<file path="src/rtl/riscv_memory_lsu_pkg.sv">
// riscv_memory_lsu_pkg: shared encodings for the memory-stage load/store unit.
// Holds the funct3 access codes, the LSU FSM state encoding and the XLEN default.
package riscv_memory_lsu_pkg;

    localparam int XLEN_DEFAULT = 32;

    localparam logic [2:0] F3_B  = 3'b000;
    localparam logic [2:0] F3_H  = 3'b001;
    localparam logic [2:0] F3_W  = 3'b010;
    localparam logic [2:0] F3_D  = 3'b011;
    localparam logic [2:0] F3_BU = 3'b100;
    localparam logic [2:0] F3_HU = 3'b101;
    localparam logic [2:0] F3_WU = 3'b110;

    typedef enum logic [1:0] {
        IDLE = 2'd0,
        REQ  = 2'd1,
        WAIT = 2'd2,
        DONE = 2'd3
    } lsu_state_t;

    // log2 of the number of bytes touched by an access with this funct3
    function automatic logic [1:0] access_size(input logic [2:0] funct3);
        return funct3[1:0];
    endfunction

endpackage

</file>
<file path="src/rtl/riscv_memory_lsu_align.sv">
// riscv_memory_lsu_align: combinational lane logic for the LSU.
// Request side: byte enables, store-data lane replication and the misalign/illegal check.
// Response side: load lane select followed by sign or zero extension.
module riscv_memory_lsu_align
    import riscv_memory_lsu_pkg::*;
#(
    parameter int XLEN = XLEN_DEFAULT,
    localparam int BE_W = XLEN / 8,
    localparam int OFF_W = $clog2(BE_W)
) (
    input  logic             req_store,
    input  logic [2:0]       req_funct3,
    input  logic [OFF_W-1:0] req_offset,
    input  logic [XLEN-1:0]  req_wdata,
    output logic [BE_W-1:0]  req_be,
    output logic [XLEN-1:0]  req_wdata_lanes,
    output logic             req_misalign,
    input  logic [2:0]       rsp_funct3,
    input  logic [OFF_W-1:0] rsp_offset,
    input  logic [XLEN-1:0]  rsp_rdata,
    output logic [XLEN-1:0]  rsp_data
);

    localparam bit WIDE = (XLEN == 64);

    logic [BE_W-1:0] size_mask;
    logic [XLEN-1:0] lane;

    // Flag accesses that are misaligned or not encodable on this datapath width
    always_comb begin
        req_misalign = 1'b0;
        case (req_funct3)
            F3_B, F3_BU: req_misalign = 1'b0;
            F3_H, F3_HU: req_misalign = req_offset[0];
            F3_W:        req_misalign = |req_offset[1:0];
            F3_WU:       req_misalign = !WIDE || (|req_offset[1:0]);
            F3_D:        req_misalign = !WIDE || (|req_offset);
            default:     req_misalign = 1'b1;
        endcase
        if (req_store && req_funct3[2]) begin
            req_misalign = 1'b1;
        end
    end

    // Byte enables: a size mask shifted up to the addressed byte lane
    always_comb begin
        case (access_size(req_funct3))
            2'd0:    size_mask = BE_W'(1);
            2'd1:    size_mask = BE_W'(3);
            2'd2:    size_mask = BE_W'(15);
            default: size_mask = '1;
        endcase
        req_be = size_mask << req_offset;
    end

    // Replicate right-aligned store data into every lane so the enables pick the right one
    always_comb begin
        case (access_size(req_funct3))
            2'd0:    req_wdata_lanes = {BE_W{req_wdata[7:0]}};
            2'd1:    req_wdata_lanes = {(BE_W / 2){req_wdata[15:0]}};
            2'd2:    req_wdata_lanes = {(BE_W / 4){req_wdata[31:0]}};
            default: req_wdata_lanes = req_wdata;
        endcase
    end

    // Shift the addressed lane down to bit 0 and extend according to funct3
    always_comb begin
        lane = rsp_rdata >> {rsp_offset, 3'b000};
        case (rsp_funct3)
            F3_B:    rsp_data = XLEN'($signed(lane[7:0]));
            F3_H:    rsp_data = XLEN'($signed(lane[15:0]));
            F3_W:    rsp_data = XLEN'($signed(lane[31:0]));
            F3_BU:   rsp_data = XLEN'(lane[7:0]);
            F3_HU:   rsp_data = XLEN'(lane[15:0]);
            F3_WU:   rsp_data = XLEN'(lane[31:0]);
            default: rsp_data = lane;
        endcase
    end

endmodule

</file>
<file path="src/rtl/riscv_memory_lsu.sv">
// riscv_memory_lsu: memory-stage load/store unit driving a req/gnt/rvalid data port.
// Optional one-entry posted store buffer enabled by defining RISCV_LSU_STORE_BUF_EN.
module riscv_memory_lsu
    import riscv_memory_lsu_pkg::*;
#(
    parameter int XLEN = XLEN_DEFAULT,
    parameter int ADDR_W = 16,
    localparam int BE_W = XLEN / 8
) (
    input  logic                             i_clk,
    input  logic                             i_rst,
    input  logic                             i_valid_m,
    input  logic                             i_mem_read_m,
    input  logic                             i_mem_write_m,
    input  logic [2:0]                       i_funct3_m,
    input  logic [XLEN-1:0]                  i_alu_result_m,
    input  logic [XLEN-1:0]                  i_write_data_m,
    output logic [XLEN-1:0]                  o_read_data_m,
    output logic                             o_done_m,
    output logic                             o_stall_m,
    output logic                             o_misalign_m,
    output logic                             o_dmem_req,
    output logic                             o_dmem_we,
    output logic [ADDR_W-$clog2(BE_W)-1:0]   o_dmem_addr,
    output logic [BE_W-1:0]                  o_dmem_be,
    output logic [XLEN-1:0]                  o_dmem_wdata,
    input  logic                             i_dmem_gnt,
    input  logic                             i_dmem_rvalid,
    input  logic [XLEN-1:0]                  i_dmem_rdata
);

    localparam int OFF_W = $clog2(BE_W);

`ifdef RISCV_LSU_STORE_BUF_EN
    localparam bit STORE_BUF = 1'b1;
`else
    localparam bit STORE_BUF = 1'b0;
`endif

    lsu_state_t state;
    lsu_state_t next_state;

    logic                    access;
    logic                    misalign;
    logic                    accept;
    logic                    post;
    logic [BE_W-1:0]         be;
    logic [XLEN-1:0]         wdata_lanes;
    logic [XLEN-1:0]         load_data;
    logic [2:0]              funct3_q;
    logic [OFF_W-1:0]        offset_q;
    logic                    we_q;
    logic                    posted_q;
    logic                    post_done_q;
    logic                    misalign_q;
    logic [ADDR_W-OFF_W-1:0] addr_q;
    logic [BE_W-1:0]         be_q;
    logic [XLEN-1:0]         wdata_q;
    logic [XLEN-1:0]         read_data_q;
    logic                    unused_addr_bits;

    assign access           = i_mem_read_m | i_mem_write_m;
    assign accept           = (state == IDLE) && i_valid_m && access && !misalign;
    assign post             = accept && i_mem_write_m && STORE_BUF;
    assign unused_addr_bits = ^i_alu_result_m[XLEN-1:ADDR_W];

    riscv_memory_lsu_align #(
        .XLEN(XLEN)
    ) u_align (
        .req_store       (i_mem_write_m),
        .req_funct3      (i_funct3_m),
        .req_offset      (i_alu_result_m[OFF_W-1:0]),
        .req_wdata       (i_write_data_m),
        .req_be          (be),
        .req_wdata_lanes (wdata_lanes),
        .req_misalign    (misalign),
        .rsp_funct3      (funct3_q),
        .rsp_offset      (offset_q),
        .rsp_rdata       (i_dmem_rdata),
        .rsp_data        (load_data)
    );

    // State register
    always_ff @(posedge i_clk) begin
        if (i_rst) begin
            state <= IDLE;
        end else begin
            state <= next_state;
        end
    end

    // Next state: posted stores return to IDLE on grant, everything else finishes in DONE
    always_comb begin
        next_state = state;
        case (state)
            IDLE: begin
                if (accept) begin
                    next_state = REQ;
                end
            end
            REQ: begin
                if (i_dmem_gnt) begin
                    if (posted_q) begin
                        next_state = IDLE;
                    end else if (we_q || i_dmem_rvalid) begin
                        next_state = DONE;
                    end else begin
                        next_state = WAIT;
                    end
                end
            end
            WAIT: begin
                if (i_dmem_rvalid) begin
                    next_state = DONE;
                end
            end
            default: next_state = IDLE;
        endcase
    end

    // Latch the request fields on acceptance so they stay stable while req is up
    always_ff @(posedge i_clk) begin
        if (i_rst) begin
            addr_q      <= '0;
            be_q        <= '0;
            wdata_q     <= '0;
            we_q        <= 1'b0;
            funct3_q    <= '0;
            offset_q    <= '0;
            posted_q    <= 1'b0;
            post_done_q <= 1'b0;
            misalign_q  <= 1'b0;
        end else begin
            if (accept) begin
                addr_q   <= i_alu_result_m[ADDR_W-1:OFF_W];
                be_q     <= be;
                wdata_q  <= wdata_lanes;
                we_q     <= i_mem_write_m;
                funct3_q <= i_funct3_m;
                offset_q <= i_alu_result_m[OFF_W-1:0];
                posted_q <= post;
            end else if ((state == REQ) && i_dmem_gnt) begin
                posted_q <= 1'b0;
            end
            post_done_q <= post;
            misalign_q  <= (state == IDLE) && i_valid_m && access && misalign;
        end
    end

    // Capture extended load data when it returns, either with the grant or later in WAIT
    always_ff @(posedge i_clk) begin
        if (i_rst) begin
            read_data_q <= '0;
        end else if (i_dmem_rvalid && !we_q &&
                     (((state == REQ) && i_dmem_gnt) || (state == WAIT))) begin
            read_data_q <= load_data;
        end
    end

    // Outputs decoded from state and the request registers
    always_comb begin
        o_dmem_req   = (state == REQ);
        o_dmem_we    = we_q;
        o_dmem_addr  = addr_q;
        o_dmem_be    = be_q;
        o_dmem_wdata = wdata_q;
        o_read_data_m = read_data_q;
        o_misalign_m = misalign_q;
        o_done_m     = (state == DONE) || post_done_q;
        o_stall_m    = (accept && !post) ||
                       ((state == REQ) && (!posted_q || (i_valid_m && access))) ||
                       (state == WAIT);
    end

endmodule

</file>
<file path="config.mk">
export PLATFORM = sky130hd
export DESIGN_NAME = riscv_memory_lsu
export DESIGN_NICKNAME = d
export VERILOG_FILES = /design/src/rtl/riscv_memory_lsu_pkg.sv /design/src/rtl/riscv_memory_lsu_align.sv /design/src/rtl/riscv_memory_lsu.sv
export SDC_FILE = /design/constraint.sdc
export NUM_CORES = 1
export LEC_CHECK = 0
export CAP_MARGIN = 20
export CORE_MARGIN = 2
export CORE_UTILIZATION = 30
export DETAILED_ROUTE_END_ITERATION = 10
export GPL_TIMING_DRIVEN = 0
export PLACE_DENSITY_LB_ADDON = 0.25
export SYNTH_ARGS = -nofsm -noshare
export SYNTH_HDL_FRONTEND = slang
export SYNTH_SLANG_ARGS = --single-unit
export TNS_END_PERCENT = 20
</file>
<file path="constraint.sdc">
create_clock -name i_clk -period 4.9 [get_ports i_clk]
set_clock_uncertainty 0.1 [all_clocks]
set_input_delay 1.47 -clock i_clk [delete_from_list [all_inputs] [get_ports i_clk]]
set_output_delay 1.47 -clock i_clk [all_outputs]
set_load 0.05 [all_outputs]
</file>
==> summary.md <==
| Metric | Value |
|---|---|
| GR Util met2 | `33.2%` |
| NetSw | `0.982 mW` |
| Clk slew on worst S/H paths | `0.06 ns` |
| Placed cell area | `0.00622 mm^2` |
| Slowest CP cell | `o211ai_1` |
| Post-synthesis mux area share | `9.96%` |
| Core area | `~0.014 mm^2` |
| Switch share | `37.2%` |
| Status | `complete, no violations` |
| Initial drt markers | `190` |
| Post-synth top flop | `dfxtp_1` |
| Fin crit share | `97.1%` |
| Most frequent cells after synthesis | `109 x nand2_1, 91 x dfxtp_1, 70 x a21oi_1` |
| Top-count cell post-synth | `nand2_1` |
| Hold-fix buffers at CTS | `0` |
| Data required, critical path | `3.33 ns` |
| Clock group share of total power | `27.9%` |
| Cts bufs inserted | `9` |
| Cell Chain, Critical Path | `clkdlybuf4s50_1 -> o211ai_1 -> a21oi_2 -> buf_4 -> or3_1 -> buf_4` |
| Final Setup Violations | `0` |
| Worst skew pair latency | `0.34 ns` |
| Drt total wl | `15100 um` |
| GR peak layer | `met2` |
| Yosys cell types | `34` |
| GRT Util Overall | `around a fifth` |
| Slew HR | `39.9%` |
| Worst-path maximum fanout | `10` |
| Post-synth net total | `622` |
| Hold Worst Slack | `about 0.35 ns` |
| Worst setup EP type | `output port` |
| CTS tree | `built` |
| Final min period | `between 4 and 5 ns` |
| Reported max-cap violation count | `0` |
| Worst Path Arrival | `3.19 ns` |
| Synth area leaders | `dfxtp_1 43%, nand2_1 9.6%, a21oi_1 8.2%, mux2i_1 7.3%, a211oi_1 4.6%` |
| Post-route cell area | `0.00654 mm^2` |
| Worst Path Buf+Inv | `3` |
| GR Layer Usage met1 | `24.8%` |
| DRC Markers | `0` |
| Die height | `123 um` |
| # H-tree levels | `3` |
| Post-Syn Instances | `512` |
| Share of power burned in registers | `33.9%` |
| Synthesized area | `~0.0042 mm^2` |
| Compound-cell area share of the yosys netlist | `24.6%` |
| Startpoint class of the critical path | `input pin` |
| RSZ-0062 raised after global routing | `no` |
| Post-Syn Area per Cell | `between 8 and 9 um^2` |
| Final Power | `2.64 mW` |
| Root Driver | `clkbuf_16` |
| Combinational Power Share | `38.3%` |
| Peak Freq | `between 200 and 250 MHz` |
| First-pass GRT wire length | `23000 um` |
| Num ports | `193` |
| Worst hold path class | `flip-flop to flip-flop` |
| Slew Viols, Final | `0` |
| Number of global-route vias before repair | `4495` |
| GRT Residual Overflow | `0` |
| Yosys warnings | `0` |
| Synth area leader | `dfxtp_1` |
| Synth Register Bits | `91` |
| Avg Vias per Cell | `5.00` |
| Number of synthesized flops with an enable pin | `0` |
| CP top delay family | `buffers and inverters` |
| Initial antenna violation count | `0` |
| Placed instance count | `867` |
| # port buffers | `175` |
| Largest family of logic cells by synthesized area | `compound AO/OA/AOI/OAI gates` |
| Initial DRT Pass Iterations | `4` |
| Detailed Place HPWL | `11700 um` |
| Slowest cell delay on critical path | `0.48 ns` |
| Cell area power density | `404 mW/mm^2` |
| Vias | `~4400` |
| Initial Utilization | `30.6%` |
| Layout cells sized above 1 | `6.70%` |
| Sequential element share of the synthesized area | `42.9%` |
| Diode count | `0` |
| XOR/XNOR share of the synthesized area | `0%` |
| # Post-CTS Setup Buffers | `0` |
| Post-Synth Adder-Cell Area | `1.18%` |
| Tightest Pin Transition | `roughly 0.9 ns` |
| Die ar. | `~0.015 mm^2` |
| Die width | `123 um` |
| Pleak | `2.26 nW` |
| Simple-gate share of the synthesized area | `16.0%` |
| Post-synth ARST share | `0%` |
| Layout Cells excl Fill | `882` |
| Area growth syn-to-layout | `53.9%` |
| Clock sinks | `91` |
| Row count | `43` |
| Worst vdd ir | `148 uV` |
| Clock Path Buffers | `2` |
| Wire per inst | `17.1 um` |
| Antenna viol nets, final | `0` |
| Final Hold Viols | `0` |
| Met3 Usage GRT | `around 4.9%` |
| CP Class | `input pin to output port` |
| Nets | `808` |
| Worst path most repeated cell | `buf_4` |
| Pin count of the biggest net entering global routing | `14` |
| Placer congestion estimate | `around 0.94` |
| Internal | `between 1.5 and 2 mW` |
| Yosys top cell area share | `a little over two fifths` |
[tightest hold or removal path, delay by kind of cell (launching register included)]
family / cells / cell delay, ns
flip-flops: 1 / 0.31
AND/OR/NAND/NOR: 1 / 0.05
AO/OA/AOI/OAI: 1 / 0.05
[flip-flops by register name, indices dropped and copies added (netlist names)]
register,count
o_dmem_wdata,32
o_read_data_m,32
o_dmem_addr,14
o_dmem_be,4
funct3_q,3
offset_q,2
state,2
o_dmem_we,1
o_misalign_m,1
[cells by family (layout without fill, tap and decap cells)]
family,after synthesis,count (layout)
flip-flops,91,91
AO/OA/AOI/OAI,159,159
adder cells (fa/ha/maj),4,4
buffers and inverters,49,239
multiplexers,40,40
AND/OR/NAND/NOR,169,169
[layer usage]
layer | up-vias | routed length, um | share of wire (%)
li1 | 2178 | - | -
met1 | 2109 | 6590 | 44
met2 | 108 | 7300 | 48
met3 | 19 | 821 | 5.5
met4 | 0 | 348 | 2.3
met5 | - | 0 | 0
[power by group through the flow]
stage / clock network [mW] / logic (mW) / registers (mW)
2_1_floorplan: 0 / 0.338 / 1.21
3_3_place_gp: 0 / 1.00 / 0.907
3_5_place_dp: 0 / 1.01 / 0.910
4_1_cts: 0.753 / 1.01 / 0.895
5_1_grt: 0.781 / 1.08 / 0.906
6_report: 0.736 / 1.01 / 0.894
[repair_timing]
action	in CTS	in global routing
endpoints found under the hold margin	0	0
setup endpoints to repair	1	1
gates resized for setup	6	2
[layout make-up]
| cell class | instances | area (um^2) |
|---|---|---|
| Buffer | 43 | 209 |
| Multi-Input combinational cell | 372 | 2190 |
| Fill cell | 1349 | 7340 |
| Clock buffer | 13 | 250 |
| Tap cell | 180 | 225 |
| Sequential cell | 91 | 1820 |
| Clock inverter | 2 | 60.1 |
| Inverter | 6 | 22.5 |
| Timing Repair Buffer | 175 | 1750 |
[final timing paths]
| kind | end | slack, ns | startpoint | depth (start not counted) |
|---|---|---|---|---|
| worst max-delay path | o_stall_m | 0.14 | i_mem_write_m | 6 |
| worst min-delay path | o_dmem_addr[10] | 0.35 | o_dmem_addr[10] | 2 |
| worst max register to register | o_read_data_m[21] | 2.40 | state[1] | 7 |
| worst min register to register | o_dmem_addr[10] | 0.35 | o_dmem_addr[10] | 2 |
[stage by stage]
step	util, %	TNS, ns	setup slack, ns
floorplan	-	0	0.597
CTS	47.1	0	0.0450
global route	47.1	0	0.0384
detailed placement	44.8	-0.558	-0.558
global placement	44.8	-0.553	-0.553
finish	47.1	0	0.141
[layout by cell type, fill, tap and decap left out, types with 3 or more instances in the layout]
| cell type | instances |
|---|---|
| nand2_1 | 109 |
| clkdlybuf4s50_1 | 172 |
| o2bb2ai_1 | 7 |
| ha_1 | 4 |
| o21ai_0 | 15 |
| buf_6 | 3 |
| mux2i_1 | 31 |
| a21oi_1 | 70 |
| a211oi_2 | 6 |
| nor3_1 | 3 |
| dfxtp_1 | 91 |
| buf_4 | 5 |
| a311oi_1 | 10 |
| o211ai_1 | 19 |
| buf_2 | 8 |
| buf_1 | 3 |
| a211oi_1 | 26 |
| nor2_1 | 45 |
| nor2b_1 | 4 |
| clkbuf_1 | 28 |
| clkbuf_16 | 9 |
| inv_1 | 5 |
| mux2_2 | 8 |
(Power assumes the default switching activity.)
